### src/rtl/uart_rx_fifo_ctrl.sv
// ---------------------------------------------------------------------------
// uart_rx_fifo_ctrl
//
// Receive-side FIFO and line-status controller for a 16550-style UART.
// Characters from the framer are queued with their parity/framing/break flags.
// The head entry is presented to the register interface together with
// LSR-style status bits and the two receive interrupt sources (trigger level
// and character timeout).
//
// Parameters
//   DATA_WIDTH  character width
//   DEPTH       FIFO depth (power of two, 4..256)
//   OSR         baud_tick pulses per bit time
//
// Ports
//   PCLK, PRESETn        clock, asynchronous active-low reset
//   baud_tick            oversample strobe used by the character timeout
//   rx_valid, rx_data    completed character from the framer
//   rx_pe, rx_fe, rx_bi  flags belonging to that character
//   rd_en                RBR read (pop), lsr_rd: LSR read (clears oe)
//   fifo_en              1 = FIFO mode, 0 = single holding register
//   fifo_clr             synchronous flush
//   trig_sel             receive trigger level select
//   frame_bits           bits per frame, used to scale the timeout
//   rd_data              head character
//   dr, oe, pe, fe, bi   line status bits 0..4
//   fifo_err             some stored character carries an error flag
//   count                current occupancy
//   rda_int, cto_int     data-available and character-timeout interrupts
// ---------------------------------------------------------------------------
module uart_rx_fifo_ctrl #(
   parameter int DATA_WIDTH = 8,
   parameter int DEPTH      = 16,
   parameter int OSR        = 16
) (
   input  logic                    PCLK,
   input  logic                    PRESETn,
   input  logic                    baud_tick,
   input  logic                    rx_valid,
   input  logic [DATA_WIDTH-1:0]   rx_data,
   input  logic                    rx_pe,
   input  logic                    rx_fe,
   input  logic                    rx_bi,
   input  logic                    rd_en,
   input  logic                    lsr_rd,
   input  logic                    fifo_en,
   input  logic                    fifo_clr,
   input  logic [1:0]              trig_sel,
   input  logic [3:0]              frame_bits,
   output logic [DATA_WIDTH-1:0]   rd_data,
   output logic                    dr,
   output logic                    oe,
   output logic                    pe,
   output logic                    fe,
   output logic                    bi,
   output logic                    fifo_err,
   output logic [$clog2(DEPTH):0]  count,
   output logic                    rda_int,
   output logic                    cto_int
);

   localparam int AW   = $clog2(DEPTH);
   localparam int CW   = AW + 1;
   localparam int EW   = DATA_WIDTH + 3;
   localparam int TMAX = 4 * 12 * OSR;
   localparam int TW   = $clog2(TMAX + 1);

   // Entry layout: {bi, fe, pe, data}
   logic [EW-1:0]  mem [DEPTH];
   logic [AW-1:0]  wr_ptr;
   logic [AW-1:0]  rd_ptr;
   logic [CW-1:0]  cnt;
   logic [CW-1:0]  err_cnt;
   logic [EW-1:0]  head;
   logic [TW-1:0]  tmo_cnt;
   logic           oe_q;
   logic           cto_q;
   logic           en_prev;
   logic           en_known;

   logic [CW-1:0]  capacity;
   logic [CW-1:0]  trig_level;
   logic           clr;
   logic           push;
   logic           pop;
   logic           overrun;
   logic           empty;
   logic [3:0]     fb_eff;
   logic [TW-1:0]  tmo_limit;
   logic [TW-1:0]  tmo_next;
   logic [EW-1:0]  wr_entry;
   logic [EW-1:0]  next_head;
   logic [CW-1:0]  cnt_next;
   logic [CW-1:0]  err_next;
   logic           wr_has_err;
   logic           head_has_err;

   // Transfer decisions. A pop frees a slot in the same cycle, so a push at
   // full is accepted when accompanied by a pop. Any flush (explicit, or a
   // mode change once the previous mode is known) cancels push and pop.
   always_comb begin
      empty        = (cnt == '0);
      capacity     = fifo_en ? CW'(DEPTH) : CW'(1);
      clr          = fifo_clr || (en_known && (fifo_en != en_prev));
      pop          = !clr && rd_en && !empty;
      push         = !clr && rx_valid && ((cnt < capacity) || pop);
      overrun      = !clr && rx_valid && (cnt >= capacity) && !pop;
      wr_entry     = {rx_bi, rx_fe, rx_pe, rx_data};
      wr_has_err   = rx_pe || rx_fe || rx_bi;
      head_has_err = |head[EW-1:DATA_WIDTH];
      cnt_next     = cnt + CW'(push) - CW'(pop);
      err_next     = err_cnt + CW'(push && wr_has_err) - CW'(pop && head_has_err);
   end

   // The head is kept in a register so rd_data is defined out of reset and
   // simply holds its last value once the FIFO drains.
   always_comb begin
      next_head = head;
      if (push && (empty || (pop && cnt == CW'(1)))) begin
         next_head = wr_entry;
      end else if (pop && cnt > CW'(1)) begin
         next_head = mem[rd_ptr + AW'(1)];
      end
   end

   // Trigger level and timeout threshold; illegal frame lengths use the
   // longest legal frame so the timeout never fires early.
   always_comb begin
      trig_level = CW'(1);
      if (fifo_en) begin
         case (trig_sel)
            2'b00:   trig_level = CW'(1);
            2'b01:   trig_level = CW'(DEPTH / 4);
            2'b10:   trig_level = CW'(DEPTH / 2);
            default: trig_level = CW'(DEPTH - 2);
         endcase
      end
      fb_eff    = ((frame_bits >= 4'd7) && (frame_bits <= 4'd12)) ? frame_bits : 4'd12;
      tmo_limit = TW'(4 * OSR * int'(fb_eff));
      tmo_next  = (baud_tick && (tmo_cnt < tmo_limit)) ? tmo_cnt + TW'(1) : tmo_cnt;
   end

   // Storage array; contents need no reset because occupancy gates every read.
   always_ff @(posedge PCLK) begin
      if (push) begin
         mem[wr_ptr] <= wr_entry;
      end
   end

   // Pointers, occupancy, error bookkeeping, overrun and timeout state.
   always_ff @(posedge PCLK or negedge PRESETn) begin
      if (!PRESETn) begin
         wr_ptr   <= '0;
         rd_ptr   <= '0;
         cnt      <= '0;
         err_cnt  <= '0;
         head     <= '0;
         tmo_cnt  <= '0;
         oe_q     <= 1'b0;
         cto_q    <= 1'b0;
         en_prev  <= 1'b0;
         en_known <= 1'b0;
      end else begin
         en_prev  <= fifo_en;
         en_known <= 1'b1;
         head     <= next_head;

         if (clr) begin
            wr_ptr  <= '0;
            rd_ptr  <= '0;
            cnt     <= '0;
            err_cnt <= '0;
         end else begin
            if (push) begin
               wr_ptr <= wr_ptr + AW'(1);
            end
            if (pop) begin
               rd_ptr <= rd_ptr + AW'(1);
            end
            cnt     <= cnt_next;
            err_cnt <= err_next;
         end

         // An overrun in the same cycle as an LSR read leaves oe set.
         if (overrun) begin
            oe_q <= 1'b1;
         end else if (lsr_rd) begin
            oe_q <= 1'b0;
         end

         // Timeout counts quiet baud ticks while data waits; it saturates at
         // the threshold and the interrupt latches until activity or flush.
         if (clr || push || pop) begin
            tmo_cnt <= '0;
            cto_q   <= 1'b0;
         end else if (empty) begin
            tmo_cnt <= '0;
         end else begin
            tmo_cnt <= tmo_next;
            if (tmo_next >= tmo_limit) begin
               cto_q <= 1'b1;
            end
         end
      end
   end

   assign rd_data  = head[DATA_WIDTH-1:0];
   assign dr       = !empty;
   assign oe       = oe_q;
   assign pe       = !empty && head[DATA_WIDTH];
   assign fe       = !empty && head[DATA_WIDTH+1];
   assign bi       = !empty && head[DATA_WIDTH+2];
   assign fifo_err = (err_cnt != '0);
   assign count    = cnt;
   assign rda_int  = (cnt >= trig_level);
   assign cto_int  = cto_q;

endmodule

### config.mk
export PLATFORM = sky130hd
export DESIGN_NAME = uart_rx_fifo_ctrl
export DESIGN_NICKNAME = d
export VERILOG_FILES = /design/src/rtl/uart_rx_fifo_ctrl.sv
export SDC_FILE = /design/constraint.sdc
export NUM_CORES = 1
export LEC_CHECK = 0
export CAP_MARGIN = 20
export CORE_MARGIN = 4
export CORE_UTILIZATION = 51
export CTS_CLUSTER_DIAMETER = 40
export DETAILED_ROUTE_END_ITERATION = 10
export GPL_TIMING_DRIVEN = 0
export HOLD_SLACK_MARGIN = 0.08
export PLACE_DENSITY = 0.73
export SLEW_MARGIN = 20
export SYNTH_ARGS = -nofsm -noshare
export SYNTH_HDL_FRONTEND = slang
export SYNTH_SLANG_ARGS = --single-unit
### constraint.sdc
create_clock -name PCLK -period 8.5 [get_ports PCLK]
set_input_delay 1.275 -clock PCLK [delete_from_list [all_inputs] [get_ports PCLK]]
set_output_delay 1.275 -clock PCLK [all_outputs]
set_load 0.01 [all_outputs]
==> impl_metrics.tcl <==
set metrics [dict create \
    routabilityCongestion 0.803 \
    met3_usage_pct 4.17 \
    slowest_stage "clkdlybuf4s50_1" \
    maxSlewHeadroom_pct 28.8 \
    ys_seq_elements 219 \
    final.setup_skew_ns 0.00911 \
    ios 46 \
    min_period_over_period_pct 54.1 \
    yosys.cell_types.count 51 \
    regArea_um2 6360 \
    grt_pass1_wl_um 32700 \
    placed_area_um2 10500 \
    clkSlewWorstSetupHoldPaths_ns 0.06 \
    met1_usage_pct 26.4 \
    grt_max_degree 32 \
    hold_buffers 0 \
    fin_crit_ns 4.60 \
    slew_violations 0 \
    busiest_layer "met2" \
    ant_nets 0 \
    firstDrtPassIters 5 \
    p_total_mw 3.16 \
    htreeDepth 1 \
    crit_arrival_ns 3.32 \
    rows 50 \
    ctsRootBufferMaster "clkbuf_16" \
    path_max_fanout 7 \
    status "complete, no violations" \
    antenna_cells 0 \
    wire_per_inst_um 22.2 \
    crit_start "fifo_en" \
    cts_inserted_buffers 29 \
    finalHoldViolCount 0 \
    fin_tns_setup_ns 0 \
    drc 0 \
    grt_usage_pct 19.6 \
    timing.final.ws_setup_ns 3.90 \
    powerDensity_nw_per_um2 275 \
    syn_to_final_growth_pct 19.1 \
    cts_resized 0 \
    syn_inst 592 \
    hpwl_um 13600 \
    maxCapViolCount 0 \
    ir_drop_mv 0.203 \
    max_freq_mhz 217 \
    rsz0062_at_grt "false" \
    min_from "head[5]" \
    synth-seq-area-share_pct 65.8 \
    routed_wl_um 20700 \
    synth-edff-count 176 \
    worstSetupStartpointType "input pin" \
    layout.nets 735 \
    drive_above_1_share_pct 19.8 \
    cp-end-kind "output pin" \
    synth_warnings 0 \
    async_reset_ff_share_pct 19.6 \
    worstPathRequired_ns 7.22 \
    core_area_um2 18700 \
    start_util_pct 51.7 \
    postCtsSetupRepairBufs 0 \
    grt_pass1_vias 5806 \
    multi_input_area_um2 3030 \
    path_cells "clkdlybuf4s50_1, o21ai_0, ha_1, nand2b_1, a21oi_1, nor2b_1, o21ai_0, nand2_1, clkdlybuf4s50_1" \
    pre_cts_slack_ns 3.58 \
    drt_iter0_markers 364 \
    r2r-start "count[1]" \
    synth_nets 652 \
    numPortBuffers 45 \
    post-route-util_pct 61.5 \
    p_leak_nw 4.14 \
    die-area_um2 21200 \
    syn_area_per_cell_um2 16.3 \
    cts_sinks 219 \
    grt_overflow 0 \
    setup_viol_count_final 0 \
    nFillCells 1358 \
    cts_tree "done" \
    vias 5559 \
    grt_use_met2_pct 32.8 \
    critPathKind "input pin to output pin" \
    viasPerCell 5.96 \
    min_path_type "flop to flop" \
    die_w_um 146 \
    antenna_found_initial 0 \
    stdcell_area_um2 11500 \
    die_y_um 146 \
    cpPeakStageDelay_ns 0.60 \
    clk_latency_ns 0.54 \
    synth_ff_type "edfxtp_1" \
    max-clock-path-buffers 3 \
    netlist_area_um2 9670 \
    worstMarginPinSlew_ns 1.06 \
]
==> power by group <==
group | total, mW | internal, mW | switching (mW)
logic | 0.664 | 0.342 | 0.322
registers | 1.26 | 1.21 | 0.0448
clock network | 1.24 | 0.765 | 0.478
==> synthesized netlist by cell type, types with 3 or more instances <==
cell,n,area share [%]
a21o_1,3,0.23
or3_1,5,0.32
nor3_1,6,0.31
and2_1,3,0.19
nand2_1,17,0.66
o21ai_0,12,0.62
buf_2,4,0.21
edfxtp_1,176,55
nor2_1,39,1.5
a221o_1,11,1.1
mux4_2,44,10
nand3_1,7,0.36
buf_6,5,0.58
nand2b_1,5,0.32
nor2b_1,22,1.4
nand4_1,9,0.58
buf_4,15,1.2
mux2i_1,12,1.2
dfrtp_1,43,11
clkbuf_1,11,0.43
ha_1,33,4.3
xor2_1,11,1.0
a211oi_1,23,1.8
a21oi_1,15,0.78
xnor2_1,8,0.72
inv_1,20,0.78
nor3b_1,3,0.23
==> layout by cell type, fill, tap and decap left out, drive strengths merged, types with 8 or more instances in the layout <==
cell	n
mux2i	12
xor2	12
a211oi	23
clkbuf	43
dfrtp	43
nor2b	23
nor2	39
inv	29
nand4	9
clkdlybuf4s50	44
a21oi	16
xnor2	8
o21ai	13
mux4	44
buf	32
a221o	11
nand2	17
edfxtp	176
ha	33
==> per-stage QoR <==
stage / hold WS (ns) / cells
2_1_floorplan: 0.480 / 592
3_3_place_gp: 0.513 / 871
3_5_place_dp: 0.509 / 876
4_1_cts: 0.528 / 930
5_1_grt: 0.543 / 932
6_report: 0.527 / 932
==> routing by layer <==
layer | share of wire [%] | up-vias | wire [um]
met5 | 0 | - | 0
met4 | 2.5 | 0 | 527
met3 | 7.3 | 42 | 1520
met2 | 49 | 223 | 10200
met1 | 41 | 2823 | 8410
li1 | - | 2471 | -
==> registers in the layout, indices dropped and copies added, names as in the netlist <==
signal / cells
mem: 176
err_cnt: 5
oe: 1
count: 5
head: 11
rd_ptr: 4
en_prev: 1
wr_ptr: 4
tmo_cnt: 10
cto_int: 1
en_known: 1
==> critical path: cells and delay by family <==
| family | cells | cell delay (ns) |
|---|---|---|
| buffers and inverters | 2 | 1.07 |
| AOI/OAI and AO/OA | 3 | 0.44 |
| adders and majority gates | 1 | 0.27 |
| and+or+nand+nor | 3 | 0.27 |
==> cell families after synthesis <==
kind of cell | share of synthesized area (%)
flip-flops | 65.8
AND/OR/NAND/NOR | 7.05
AO/OA/AOI/OAI | 5.77
multiplexers | 11.6
buffers and inverters | 3.16
adder cells (fa/ha/maj) | 4.68
XOR/XNOR | 1.89
other | 0.0388
==> cell type report <==
cell class	count	share of cell area, %
plain buffers	35	2.00
clock buffers	32	6.40
clock inverters	22	2.37
inverters	20	0.652
multi-input cells	318	26.3
flip-flops and latches	219	55.3
well taps	234	2.54
repair buffers	52	4.43
==> path summary, 6_finish.rpt <==
check / end / slack (ns) / depth (start not counted)
worst min register to register: head[5] / 0.53 / 1
worst max register to register: err_cnt[4] / 4.91 / 15
worst min-delay path: head[5] / 0.53 / 1
worst max-delay path: rda_int / 3.90 / 9
max in group asynchronous: en_prev / 7.38 / 2
min in group asynchronous: head[5] / 0.63 / 1
Power figures use the tool's default switching activity.
